`src/rtl/vu_pkg.sv`:
```
// Shared definitions for the VU meter byte-frame path: sync marker, frame layout,
// parser state encoding and the level-pair holding payload.
package vu_pkg;

    localparam int unsigned LEVEL_W   = 8;
    localparam int unsigned FRAME_LEN = 4;
    localparam logic [7:0]  SYNC_DEFAULT = 8'hA5;

    typedef enum logic [1:0] {
        HUNT    = 2'd0,
        GET_L   = 2'd1,
        GET_R   = 2'd2,
        GET_CHK = 2'd3
    } state_t;

    typedef struct packed {
        logic [LEVEL_W-1:0] l;
        logic [LEVEL_W-1:0] r;
    } level_pair_t;

    // Frame check byte is the bitwise XOR of the two level bytes.
    function automatic logic [LEVEL_W-1:0] frame_chk(input logic [LEVEL_W-1:0] l,
                                                     input logic [LEVEL_W-1:0] r);
        return l ^ r;
    endfunction

endpackage

```
`src/rtl/rise_detect.sv`:
```
// Rising-edge strobe on a level signal; the register resets high so a line that is
// already high at reset release never produces a strobe.
module rise_detect (
    input  logic clk,
    input  logic rst_n,
    input  logic level,
    output logic stb_c
);

    logic level_q;

    always_ff @(posedge clk or negedge rst_n) begin
        if (!rst_n) begin
            level_q <= 1'b1;
        end else begin
            level_q <= level;
        end
    end

    assign stb_c = level & ~level_q;

endmodule

```
`src/rtl/vu_frame_parser.sv`:
```
// Assembles SYNC/L/R/CHK frames from the UART byte stream and publishes checked
// stereo levels; bad checksums and inter-byte stalls are dropped and flagged.
module vu_frame_parser
    import vu_pkg::*;
#(
    parameter int unsigned      WIDTH       = 8,
    parameter logic [WIDTH-1:0] SYNC        = WIDTH'(SYNC_DEFAULT),
    parameter int unsigned      TIMEOUT_CYC = 48000
) (
    input  logic               i_clk,
    input  logic               i_rst_n,
    input  logic [WIDTH-1:0]   i_data,
    input  logic               i_dv,
    output logic [LEVEL_W-1:0] o_level_l,
    output logic [LEVEL_W-1:0] o_level_r,
    output logic               o_valid,
    output logic               o_err
);

    localparam int unsigned      CNT_W = $clog2(TIMEOUT_CYC);
    localparam logic [CNT_W-1:0] TERM  = CNT_W'(TIMEOUT_CYC - 1);

    logic               stb_c;
    state_t             state_q, state_d;
    level_pair_t        hold_q, hold_d;
    logic [CNT_W-1:0]   cnt_q, cnt_d;
    logic [LEVEL_W-1:0] level_l_d, level_r_d;
    logic               valid_d, err_d;
    logic [LEVEL_W-1:0] byte_v;

    rise_detect u_rise (
        .clk   (i_clk),
        .rst_n (i_rst_n),
        .level (i_dv),
        .stb_c (stb_c)
    );

    // Frame FSM plus inter-byte watchdog; a strobe always beats the watchdog.
    always_comb begin
        state_d   = state_q;
        hold_d    = hold_q;
        cnt_d     = cnt_q;
        level_l_d = o_level_l;
        level_r_d = o_level_r;
        valid_d   = 1'b0;
        err_d     = 1'b0;
        byte_v    = LEVEL_W'(i_data);

        case (state_q)
            HUNT: begin
                cnt_d = '0;
                if (stb_c && (i_data == SYNC)) begin
                    state_d = GET_L;
                end
            end
            GET_L: begin
                if (stb_c) begin
                    hold_d.l = byte_v;
                    state_d  = GET_R;
                end
            end
            GET_R: begin
                if (stb_c) begin
                    hold_d.r = byte_v;
                    state_d  = GET_CHK;
                end
            end
            GET_CHK: begin
                if (stb_c) begin
                    if (byte_v == frame_chk(hold_q.l, hold_q.r)) begin
                        level_l_d = hold_q.l;
                        level_r_d = hold_q.r;
                        valid_d   = 1'b1;
                    end else begin
                        err_d = 1'b1;
                    end
                    state_d = HUNT;
                end
            end
            default: state_d = HUNT;
        endcase

        if (state_q != HUNT) begin
            if (stb_c) begin
                cnt_d = '0;
            end else if (cnt_q == TERM) begin
                state_d = HUNT;
                err_d   = 1'b1;
                cnt_d   = '0;
            end else begin
                cnt_d = cnt_q + CNT_W'(1);
            end
        end
    end

    always_ff @(posedge i_clk or negedge i_rst_n) begin
        if (!i_rst_n) begin
            state_q   <= HUNT;
            hold_q    <= '0;
            cnt_q     <= '0;
            o_level_l <= '0;
            o_level_r <= '0;
            o_valid   <= 1'b0;
            o_err     <= 1'b0;
        end else begin
            state_q   <= state_d;
            hold_q    <= hold_d;
            cnt_q     <= cnt_d;
            o_level_l <= level_l_d;
            o_level_r <= level_r_d;
            o_valid   <= valid_d;
            o_err     <= err_d;
        end
    end

endmodule

```
`config.mk`:
```
export PLATFORM = sky130hd
export DESIGN_NAME = vu_frame_parser
export DESIGN_NICKNAME = d
export VERILOG_FILES = /design/src/rtl/vu_pkg.sv /design/src/rtl/rise_detect.sv /design/src/rtl/vu_frame_parser.sv
export SDC_FILE = /design/constraint.sdc
export NUM_CORES = 1
export LEC_CHECK = 0
export CORE_ASPECT_RATIO = 0.6
export CORE_MARGIN = 2
export CORE_UTILIZATION = 40
export CTS_CLUSTER_SIZE = 40
export DETAILED_ROUTE_END_ITERATION = 8
export PLACE_DENSITY = 0.58
export SLEW_MARGIN = 20
export SYNTH_ARGS = -nofsm -noshare
export SYNTH_HDL_FRONTEND = slang
export SYNTH_SLANG_ARGS = --single-unit
export TNS_END_PERCENT = 50
```
`constraint.sdc`:
```
create_clock -name i_clk -period 3 [get_ports i_clk]
set_input_delay 0.45 -clock i_clk [delete_from_list [all_inputs] [get_ports i_clk]]
set_output_delay 0.45 -clock i_clk [all_outputs]
set_load 0.1 [all_outputs]
```
# Word-level counts from Yosys, hierarchy flattened
# Index checks and enable logic that the tools add are counted.
classes:
  n_shift: 0
  n_mul: 0
  muxes: 21
  div: 0
  reduce_logical: 7
  order_cmp: 0
  n_addsub: 1
  bitwise_logic: 3
  n_eq_ne: 6
op_table:
  columns: ["cell", "n"]
  rows:
  - ["$mux 16", 4]
  - ["$add 16x1->16 const B", 1]
  - ["$eq 16x16->1 const B", 1]
  - ["$mux 2", 7]
  - ["$mux 1", 9]
  - ["$eq 8x8->1", 1]
  - ["$eq 8x8->1 const B", 1]
  - ["$pmux 2 s4", 1]
  - ["$xor 8x8->8", 1]
  - ["$eq 2x2->1 const B", 2]
  - ["$reduce_and 2->1", 2]
  - ["$reduce_bool 2->1", 2]
  - ["$reduce_and 3->1", 1]
  - ["$eq 2x1->1 const B", 1]
  - ["$logic_not 2->1", 1]
  - ["$and 1x1->1", 1]
  - ["$logic_and 1x1->1", 1]
  - ["$not 1->1", 1]
totals:
  register_bits: 53
  latchBits: 0
  output_inout_bits: 18
  inputBits: 11
  word_cells: 47
  romBits: 0
  mem_bits_rw: 0
  memories: 0

# Depth between registers and ports, before layout
# Gate-level depths: netlist of the first run.
depth:
  depth_word: 8
  depth_mapped: 7
  ltp_nobuf: 5

# By module
# From an unflattened synthesis of the first run, not the netlist that was laid out.
unflattened:
  hier_cells: 181
  area_unflattened_um2: 2498.6
by_module_without_submodules:
  columns: ["mod", "cells_per_inst", "area_each_um2", "seq_area_each_um2", "n_inst"]
  rows:
  - ["vu_frame_parser", 179, 2458.6, 1301.2, 1]
  - ["rise_detect", 2, 40.0, 26.3, 1]

# Least setup slack after synthesis of the first run
# Ideal clock, no wire load.
synth_timing:
  path_kind: "input -> register"
  start: "in i_data[7]"
  end: "reg o_level_l[0]"
  cell_stages: 5
  path_slack_ps: 987
  setup_time_ps: 126
  required_time_ps: 2874
  n_path_buf: 1
  arrival_ps: 1887
  cell_sequence: "xnor3_1 -> nand2_2 -> nor4_4 -> buf_8 -> mux2_4"
synth_via:
  elab_chain_len: 2
synth_rtl:
  columns: ["element", "line", "source"]
  rows:
  - ["from (decl)", "vu_frame_parser.sv:12", "input logic [WIDTH-1:0] i_data,"]
  - ["$eq 8x8->1", "vu_frame_parser.sv:70", "if (byte_v == frame_chk(hold_q.l, hold_q.r)) begin"]
  - ["$reduce_and 3->1 (no line)", null, null]
  - ["to (signal assigned)", "vu_frame_parser.sv:109", "o_level_l <= level_l_d;"]
  - ["to (decl)", "vu_frame_parser.sv:14", "output logic [LEVEL_W-1:0] o_level_l,"]
# No other way between the ends.
# A chain may end at the register's enable or synchronous reset.

# Worst setup path in the final report of the first run
layout_timing:
  start: "in i_data[7]"
  end: "reg o_level_r[3]"
layout_via:
  elab_chain_len: 2
layout_rtl:
  columns: ["element", "line", "source"]
  rows:
  - ["$eq 8x8->1", "vu_frame_parser.sv:70", null]
  - ["$reduce_and 3->1 (no line)", null, null]
  - ["to (signal assigned)", "vu_frame_parser.sv:110", "o_level_r <= level_r_d;"]
  - ["to (decl)", "vu_frame_parser.sv:15", "output logic [LEVEL_W-1:0] o_level_r,"]
# No other way between the ends.

==> results.txt, run 1 <==
- Overflow left after global routing: 0
- During synthesis, Yosys emitted a total of 0 warnings.
* Wire length per cell after detailed routing: 15.1 um
* Clock tree skew after final layout: 8.05 ps
- For this design the static power due to leakage is 0.00134 uW.
* Core region area: 6030 um2
- Yosys attributes the largest share of cell area to dfrtp_1, mux2_2, mux2_4.
* Number of routed nets with antenna violations: 0
* Synthesis-to-finish area growth: 19.7%
- The final number of hold-violating endpoints came to 0.
- Counting cells, the worst reg-to-reg path comes to 4.
- The critical path starts at i_data[7].
- Number of buffer cells added on primary ports: 28
- Count of flip-flops with a built-in enable after synthesis: 0
* Post-synthesis adder-cell area fraction: 0.507%
- After synthesis, the share of cell area in mux cells is 16.0%.
- Headroom to the max-slew limit: 56.0%
- Using the TritonRoute via totals, the vias-per-cell ratio works out to 4.94.
* Endpoints failing setup: 0
- Across all setup checks in the final design, the least slack found is 850 ps.
- The floorplan has 22 rows.
- Number of buffers created by CTS: 5
- Final cell utilization of the core: 49.0%
- The worst register-to-register path ends at cnt_q[10].
- The first global-routing pass estimated 7910 um of wire.
- Upper clock frequency limit: 465 MHz
* RSZ-0062 raised after global routing: no
- Number of distinct library cell variants in the gate-level netlist after synthesis: 36
- Once detailed placement completed, the half-perimeter wirelength came to 3280 um.
- Minimum setup slack among reg-to-reg paths: 980 ps
- Area of the multi-input gates: 1090 um2
- Simple logic cell fraction of the synthesized area: 13.3%
* Via count: 1508
- The synthesized netlist devotes 2.59% of its cell area to compound gates.
- Number of search-and-repair iterations in the first detailed-routing pass: 4
* Post-CTS Hold Buffers: 0
- In this run the worst path has a maximum fanout of 11.
- Fraction of the cycle the final worst path needs: 71.7%
- Of the total synthesized cell area, the portion taken by XOR and XNOR cells is 11.8%.
* Final antenna diode count: 0
- Number of cells produced by synthesis: 182
- Max clock buf depth: 2
- The sequential cells in the finished layout cover a total of 1330 um2.
- Final estimated routing congestion in global placement: 0.815
* WL final: 4610 um
* Areal power density over the cells: 628 nW/um2
- Start of the worst register-to-register path: cnt_q[7]
- The clock reaches the later pin of the worst-skew pair after 310 ps.
- The die is 105 um wide.
- Worst Setup Start Kind: input port
- Number of design rule violations left after detail routing: 0
- H-tree depth reported by CTS: 2
* Crit path required time: 3200 ps
* Pre-CTS setup slack: 531 ps
* Fin. max-slew vios: 0
* Number of buffers inserted by post-CTS setup repair: 0
- Clock sink count: 53
- By area, the combinational part of the netlist is dominated by multiplexers.
- In the synthesized netlist the dominant register cell turns out to be dfrtp_1.
- Once the floorplan was initialized, standard cells occupied 40.9% of the core.
* Synthesized flop and latch total: 53
* Vias in the first global route: 1562
- Master cell of the clock root buffer: clkbuf_8
- Once layout is done, the placed cells without fillers occupy 2950 um2.
- Min Tclk post-route: 2150 ps
* Clock-pin slew on the worst setup and hold paths: 90 ps
- The number of antenna violations at the first check in global routing is 0.
- Fill cells in the final layout number 525.
- IR Drop Worst-Case VDD: 254 uV
- The biggest area contributor in the post-synthesis netlist is dfrtp_1.
- After the last flow step, the layout net total stands at 232.
* Transition time at the pin with the least slew margin: 660 ps
- Data on the critical path arrives at its endpoint at 2350 ps.
- Total power after layout: 1850 uW
* Cell area after synthesis: 2470 um2
* Setup_tns: 0 ps
- Status: completed
- In this run the count of I/O pins placed on the die edge is 29.
- Initial drt markers: 63
- Synthesized netlist net count: 194
- Share of synthesized flip-flops with an asynchronous set or reset: 100%
* Worst Path Class, Setup: in -> reg
* Crit. End Element: flop
* Post-CTS Resized: 0
- Placed instance area: 2820 um2
- The post-route netlist has 34.8% of its cells at a drive strength greater than 1.
- The die covers 6830 um2.
- Count of maximum capacitance violations: 0
* Syn Area/Cell: 13.6 um2
- Largest net degree at the start of global routing: 54
- TritonCTS built the clock tree.
* Combined global-route utilization of all metal layers: 15.0%
- Worst Hold Class: in -> async
- The top cell type by area accounts for 52.7% of the synthesized area.
* Die boundary height: 64.8 um
- Summing the sequential cell areas from Yosys gives 53.8% of the chip area.
* Worst Setup EP: o_level_r[3]
per-stage QoR:
step / hold slack [ps] / cells
2_1_floorplan: 154 / 182
3_3_place_gp: 474 / 297
3_5_place_dp: 486 / 297
4_1_cts: 277 / 305
5_1_grt: 307 / 305
6_report: 254 / 305
power breakdown:
group / leakage [uW] / internal (uW) / switching (uW)
clock: 0.0000681 / 332 / 241
sequential: 0.000730 / 798 / 81.6
combinational: 0.000544 / 249 / 153
Yosys cell counts, types with 2 or more instances:
cell type,n
xnor3_2,4
mux2_4,9
o21ai_0,5
nor3_1,3
nand3_1,7
mux2_2,23
nor4bb_1,2
nand4_1,3
nand2_1,7
nand2b_1,2
nor2_1,20
or3_1,2
xor2_1,2
inv_1,4
xnor3_1,4
xnor2_1,10
nor4_1,3
a21oi_1,3
dfrtp_1,52
kinds of logic after synthesis:
| kind of cell | after synthesis |
|---|---|
| DFF | 53 |
| and+or+nand+nor | 57 |
| AOI/OAI and AO/OA | 11 |
| buffers and inverters | 8 |
| muxes | 32 |
| adders and majority gates | 1 |
| xor gates and xnor gates | 20 |
placed cells by master (no fill, tap or decap), types with 2 or more instances in the layout:
cell             count
xnor3_2              4
mux2_2              23
nand2b_1             2
buf_4               25
clkdlybuf4s50_1      9
xor2_1               2
dfrtp_1             52
a21oi_1              3
nor2_1              20
o21ai_0              5
nor4bb_1             2
inv_1                4
nor3_1               3
mux2_4               9
nand2_1              7
xnor3_1              4
nand4_1              3
bufinv_16            2
nor4_1               3
or3_1                2
nand3_1              7
clkbuf_8             5
xnor2_1             10
worst max-delay path, cell delays in order:
cell             delay, ps
clkdlybuf4s50_1        470
xnor3_1                430
nand2_2                 90
nor4_4                 300
buf_4                  260
mux2_2                 350
registers in the layout (all words and copies together) (netlist names):
| name | count |
|---|---|
| o_err | 1 |
| cnt_q | 16 |
| state_q | 2 |
| u_rise.level_q | 1 |
| o_valid | 1 |
| hold_q | 16 |
| o_level_l | 8 |
| o_level_r | 8 |
worst min path at each step:
stage | start | end | slack, ps
after floorplan | i_rst_n | cnt_q[0] | 150
after global routing | i_rst_n | hold_q[9] | 310
after global placement | cnt_q[0] | cnt_q[0] | 470
after detailed placement | cnt_q[0] | cnt_q[0] | 490
after CTS | i_rst_n | o_level_l[4] | 280
final | i_rst_n | o_level_r[1] | 250
layout make-up:
class / count / share of cell area, %
clock inverter: 3 / 2.20
timing repair buffer: 35 / 9.57
inverter: 4 / 0.508
tap: 84 / 3.56
multi-input combinational: 121 / 36.9
clock buffer: 5 / 2.33
sequential: 53 / 44.9
routing by layer:
metal / vias up / GRT usage [%] / wire, um
met1: 765 / 21.6 / 2410
met2: 23 / 22.3 / 2000
met4: 0 / 5.33 / 58
met5: - / 0 / 0
li1: 715 / - / -
met3: 5 / 3.52 / 138
Note: power is estimated with default switching activity, not from simulation.
==> run 2, diff against run 1 <==
==> constraint.sdc (replaced) <==
create_clock -name i_clk -period 2.2 [get_ports i_clk]
set_input_delay 0.33 -clock i_clk [delete_from_list [all_inputs] [get_ports i_clk]]
set_output_delay 0.33 -clock i_clk [all_outputs]
set_load 0.1 [all_outputs]
==> run 2 against run 1 <==
  * Die area unchanged
  * Global-route usage up 0.43 points
  * Clock power down 1%
  * Wire length up 3.5%
  * Largest cell class unchanged
  * Worst setup slack worse by 680 ps
  * Via count up 1.3%
  * Sequential cell count unchanged
  * Highest routed layer unchanged
==> results.txt, run 2 (synthesis gave the netlist of run 1 again) <==
- Clock tree skew after final layout: 12.2 ps (+4.17 ps)
- The sink count of the clock tree is 53 (unchanged).
- Number of buffers inserted by post-CTS setup repair: 0 (unchanged)
- The total CTS buffers came to 5 (unchanged).
- Synthesis-to-finish area growth: 21.3%
* Final cell utilization of the core: 49.7% (+0.66 points)
- The pin count of the biggest net entering global routing came to 29 (-46%).
- TritonCTS built the clock tree.
- The clock period could shrink to 2030 ps.
- The total number of placement rows came to 22 (unchanged).
- The number of antenna violations at the first check in global routing came to 0 (unchanged).
- The net switching power is 643 uW (+35%).
- The count of final setup violators was 0 (unchanged).
- Number of routed nets with antenna violations: 0 (unchanged)
- The relative slew slack came to 58.4% (+2.4 points).
* Crit path max-delay cell type: or4b_1
* P_leak: 0.00136 uW (+1.6%)
- Number of buffer cells added on primary ports: 28 (unchanged)
* Fraction of the cycle the final worst path needs: 92.1%
- The die outline height came to 64.8 um (unchanged).
* Hold_ws: 33.7 ps (-220 ps)
- The total routing usage reported by global routing is 15.4% (+0.43 points).
* Post-CTS Hold Buffers: 0 (unchanged)
* Fin. max-slew vios: 0 (unchanged)
- WL final: 4770 um (+3.5%)
* Registers with the most flip-flops: cnt_q (16), hold_q (16)
* Data arrival time of the critical path: 2200 ps (-150 ps)
- The area of the die was 6830 um2 (unchanged).
- Crit. End Element: flop
* IO Count: 29 (unchanged)
- The library cell used most frequently in the layout, excluding fill and tap cells, is dfrtp_1.
* Clock-pin slew on the worst setup and hold paths: 90 ps (about the same)
* Overflow left after global routing: 0 (unchanged)
- The worst setup path is launched from a flop.
- In this run the worst hold path is classified as in -> async.
* Count of maximum capacitance violations: 0 (unchanged)
- Number of search-and-repair iterations in the first detailed-routing pass: 4 (unchanged)
- Transition time at the pin with the least slew margin: 624 ps (-35.3 ps)
* Crit path required time: 2370 ps (-830 ps)
* Core region area: 6030 um2 (unchanged)
- Crit-path max cell delay: 560 ps (+90 ps)
- The global placer's final weighted congestion came to 0.815 (about the same).
- Die outline width: 105 um (unchanged)
- The number of inserted diodes came to 0 (unchanged).
* Via count: 1528 (+1.3%)
- The half-perimeter wire length of the detailed placement result was 3440 um (+4.9%).
- The sequential share of power was 51.1% (+3.7 points).
- Hold Violations, Final: 0 (unchanged)
* Ordered cell list for the critical path: or4b_1 > nor4_2 > or2_2 > nor2_1
- Share of power burned in the clock network: 24.1% (-6.8 points)
- Areal power density over the cells: 785 nW/um2 (+25%)
- The worst reg-to-reg path cell count was 4 (unchanged).
* Fraction of final layout cells with drive strength greater than 1: 36.8% (+2.0 points)
* Number of design rule violations left after detail routing: 0 (unchanged)
* Master cell of the clock root buffer: clkbuf_8
- Sw Ratio: 27.3% (+1.7 points)
* IR Drop Worst-Case VDD: 325 uV (+28%)
- The flow ran to the end, and the final reports show no timing, DRC or antenna violations.
* RSZ-0062 raised after global routing: no
- The number of gates resized after cts is 0 (unchanged).
- Leaving out fill and tap cells, the most frequent cells in the layout are dfrtp_1, buf_4, mux2_2, nor2_1, xnor2_1.
- Upper clock frequency limit: 494 MHz
* Starting density of the core: 40.9% (unchanged)
- P_int: 1710 uW (+24%)
- The setup path with the least slack is of type reg -> reg.
- The highest fanout seen on the critical path came to 15 (+4).
- The total negative slack came to 0 ps (unchanged).
- The total number of H-tree levels was 2 (unchanged).
- The number of violations reported at the end of detailed-routing iteration 0 came to 71 (+13%).
* Share of power burned in combinational logic: 24.8% (+3.2 points)
- The global-route wire length before repair was 8010 um (+1.3%).
- Clock latency on the worst-skew pair: 300 ps (about the same)
- Final layout net count: 239 (+3.0%)
- The mean routed wirelength per cell is 15.3 um (+1.2%).
* Max clock buf depth: 2 (unchanged)
- The routed via count divided by cell count was 4.90 (-0.95%).
- The via count of the first global-routing pass was 1647 (+5.4%).
run 2: cell types whose count changed in the layout (fill, tap and decap cells not counted), sizes merged:
| cell | before | now |
|---|---|---|
| buf | 26 | 33 |
| bufinv | 2 | 0 |
| clkinv | 1 | 2 |
| clkbuf | 5 | 6 |
run 2: area by class of cell:
type / instances / area (um2)
sequential: 53 / 1330
timing repair buffer: 42 / 360
tap: 84 / 105
clock buffer: 6 / 82.6
multi-input combinational: 121 / 1090
clock inverter: 2 / 13.8
inverter: 4 / 15.0
fill: 527 / 3030
run 2: path summary, 6_finish.rpt:
| kind | slack, ps | start | end |
|---|---|---|---|
| setup / recovery | 170 | cnt_q[7] | cnt_q[2] |
| hold / removal | 30 | i_rst_n | hold_q[1] |
| setup reg to reg | 170 | cnt_q[7] | cnt_q[2] |
| hold reg to reg | 510 | o_level_r[4] | o_level_r[4] |
| max in group asynchronous | 1510 | i_rst_n | u_rise.level_q |
| min in group i_clk | 500 | i_dv | u_rise.level_q |
run 2: worst max-delay path, delay by kind of cell, from the launching register on:
family           cells  cell delay [ps]
DFF                  1              420
and+or+nand+nor      4             1480
run 2: metal layers:
metal | track usage (%) | routed length, um | vias to the layer above
li1 | - | - | 724
met5 | 0 | 0 | -
met2 | 25.2 | 2190 | 30
met3 | 4.33 | 206 | 5
met1 | 20.2 | 2320 | 769
met4 | 4.67 | 53 | 0
run 2: power groups by stage:
| stage | clock (uW) | combinational (uW) | sequential [uW] |
|---|---|---|---|
| final | 566 | 583 | 1200 |
| after detailed placement | 0 | 587 | 1220 |
| after CTS | 590 | 590 | 1200 |
| after global routing | 634 | 619 | 1220 |
| after global placement | 0 | 570 | 1210 |
| after floorplan | 0 | 462 | 1180 |
run 2: stage by stage:
step,area (um2),cells,worst slack [ps],total power (uW)
2_1_floorplan,2470,182,241,1640
5_1_grt,2990,312,68.1,2470
3_5_place_dp,2900,304,-111,1810
3_3_place_gp,2900,304,-57.3,1780
4_1_cts,2990,312,156,2380
6_report,2990,312,175,2350
==> run 3, diff against run 2 <==
--- a/config.mk
+++ b/config.mk
@@ -6,11 +6,10 @@
 export NUM_CORES = 1
 export LEC_CHECK = 0
 export CORE_ASPECT_RATIO = 0.6
-export CORE_MARGIN = 2
-export CORE_UTILIZATION = 40
+export CORE_UTILIZATION = 42
 export CTS_CLUSTER_SIZE = 40
 export DETAILED_ROUTE_END_ITERATION = 8
-export PLACE_DENSITY = 0.58
+export PLACE_DENSITY = 0.61
 export SLEW_MARGIN = 20
 export SYNTH_ARGS = -nofsm -noshare
 export SYNTH_HDL_FRONTEND = slang
==> run 3 against run 2 <==
  * Combinational power is 0.7% lower
  * Total power is 4.1% higher
  * First-iteration DRC count is 46% lower
  * Final cell count is 1.3% lower
  * Maximum frequency is 2.0% higher
  * Die area is 9.3% lower
  * Via count is 1.3% lower
  * Clock skew is 3.2 ps lower
  * Non-clock buffer count stayed put
  * Sequential share of layout area is 0.22 points lower
  * Wire length is 3.1% lower
  * Sequential power hardly changed
==> results.txt, run 3 (synthesis gave the netlist of run 1 again) <==
* Pre-CTS setup slack: -114 ps (-2.51 ps)
- Final estimated routing congestion in global placement: 0.815 (about the same)
* Setup slack after layout: 214 ps (+39.6 ps)
* Status: completed
* Start of the worst register-to-register path: cnt_q[7]
- Post-CTS Resized: 0 (unchanged)
- The number of antenna violations at the first check in global routing came to 0 (unchanged).
* RSZ-0062 raised after global routing: no
- Fin. max-slew vios: 0 (unchanged)
* Overflow left after global routing: 0 (unchanged)
* Endpoints failing setup: 0 (unchanged)
- Crit. End Element: flop
* Placed insts: 300 (-1.3%)
* Number of buffers created by CTS: 5 (unchanged)
- First-pass GRT wire length: 7260 um (-9.4%)
- Ratio of routed vias to standard cells: 4.90 (about the same)
* Clock tree from TritonCTS: built
- The total number of vias is 1508 (-1.3%).
* Count of maximum capacitance violations: 0 (unchanged)
- The sink count of the clock tree is 53 (unchanged).
- Source of the critical timing path: i_data[7]
* Registers with the most flip-flops: cnt_q (16), hold_q (16)
* HPWL Detailed: 3510 um (+2.0%)
- STA classifies the critical path startpoint as an input port.
* Headroom to the max-slew limit: 59.6% (+1.2 points)
* Upper clock frequency limit: 504 MHz (+2.0%)
- The portion of the clock cycle consumed by the worst path in the final layout came to 90.3% (-1.8 points).
- The leakage power was 0.00137 uW (+0.63%).
* Fill cell instance count of the final layout: 475 (-9.9%)
* Worst Setup EP: o_level_r[4]
* Worst Hold Class: in -> async
- The post-route clock skew was 9.00 ps (-3.22 ps).
* Minimum setup slack among reg-to-reg paths: 240 ps (+70 ps)
* Number of design rule violations left after detail routing: 0 (unchanged)
* Transition time at the pin with the least slew margin: 607 ps (-17.7 ps)
- The total number of H-tree levels came to 2 (unchanged).
- Number of routed nets with antenna violations: 0 (unchanged)
* Starting density of the core: 43.9% (+3.0 points)
* Maximum fanout encountered on the critical timing path: 13 (-2)
- The worst reg-to-reg path cell count was 4 (unchanged).
- Synthesis-to-finish area growth: 22.0%
* Largest net degree at the start of global routing: 29 (unchanged)
- Most frequent cells in the layout: dfrtp_1, buf_4, mux2_2, nor2_1, xnor2_1
- The endpoint identified for the worst register-to-register timing path is cnt_q[3].
- Post-Layout Cell Count: 308 (-1.3%)
- Wire length per cell after detailed routing: 15.0 um (-1.8%)
- Number of search-and-repair iterations in the first detailed-routing pass: 4 (unchanged)
* Die boundary height: 61.4 um (-5.3%)
* Number of buffer cells added on primary ports: 28 (unchanged)
* Areal power density over the cells: 813 nW/um2 (+3.6%)
- The shortest period the worst path allows was 1990 ps (-39.6 ps).
- Master cell of the clock root buffer: clkbuf_8
- Max clock buf depth: 2 (unchanged)
- Hold Violations, Final: 0 (unchanged)
- The required time at the worst-slack endpoint was 2380 ps (about the same).
- The total number of placement rows is 21 (-4.5%).
* WL final: 4620 um (-3.1%)
- The number of violations reported at the end of detailed-routing iteration 0 was 38 (-46%).
- Fraction of final layout cells with drive strength greater than 1: 36.4% (-0.44 points)
* Post-CTS Hold Buffers: 0 (unchanged)
- The via count of the first global-routing pass is 1491 (-9.5%).
- Die outline width: 101 um (-4.2%)
* Combined global-route utilization of all metal layers: 15.9% (+0.44 points)
* IR Drop Worst-Case VDD: 409 uV (+26%)
- Data arrival time of the critical path: 2170 ps (-30 ps)
- The post-layout net count is 239 (unchanged).
* Total power after layout: 2450 uW (+4.1%)
- IO Count: 29 (unchanged)
- The clock-pin slew on the worst setup and hold paths is 90 ps (about the same).
* Final antenna diode count: 0 (unchanged)
* Leading cell type in the layout, fill and taps excluded: dfrtp_1
- The area of the die came to 6200 um2 (-9.3%).
* Number of buffers inserted by post-CTS setup repair: 0 (unchanged)
- Worst Path Class, Setup: in -> reg
* Core region area: 5620 um2 (-6.7%)
- Clock latency on the worst-skew pair: 290 ps (about the same)
-- run 3: cell count changes in the layout (fill, tap and decap cells not counted) --
cell       delta
clkbuf_1      +1
clkinv_2      -1
clkinv_4      -1
bufinv_16     +1
-- run 3: worst min path at each step --
stage / from / end / depth (start not counted)
2_1_floorplan: i_rst_n / cnt_q[0] / 0
3_3_place_gp: i_rst_n / o_level_r[5] / 1
3_5_place_dp: i_rst_n / o_level_r[5] / 1
4_1_cts: i_rst_n / o_level_r[5] / 1
5_1_grt: i_rst_n / o_level_l[3] / 1
6_report: i_rst_n / o_level_r[5] / 1
-- run 3: through the flow --
step	hold WS (ps)	util (%)	TNS (ps)	area [um2]
floorplan	34.4	-	0	2470
global placement	358	51.4	-522	2890
detailed placement	372	51.4	-1320	2890
CTS	46.9	53.5	0	3010
global route	57.0	53.5	0	3010
finish	34.2	53.5	0	3010
-- run 3: cell type report --
type	instances	area (um2)	area share [%]
Multi-Input combinational cell	121	1090	36.2
Tap cell	80	100	3.33
Timing Repair Buffer	42	360	12.0
Clock buffer	7	86.3	2.87
Clock inverter	1	30.0	0.998
Inverter	4	15.0	0.499
Sequential cell	53	1330	44.1
-- run 3: critical path: stages --
cell	delay (ps)
clkdlybuf4s50_1	460
xnor3_1	410
nand2_2	80
nor4_4	350
buf_12	200
mux2_2	340
-- run 3: per-layer routing --
metal	part of all wire, %	GRT usage, %	up-vias
li1	-	-	729
met1	52	22.7	752
met2	44	24.1	25
met3	3.2	4.31	2
met4	0.30	4.35	0
met5	0	0	-
-- run 3: where the power goes --
part	total (uW)	internal, uW	switching, uW
registers	1200	1090	113
logic	579	362	217
clock network	667	371	296
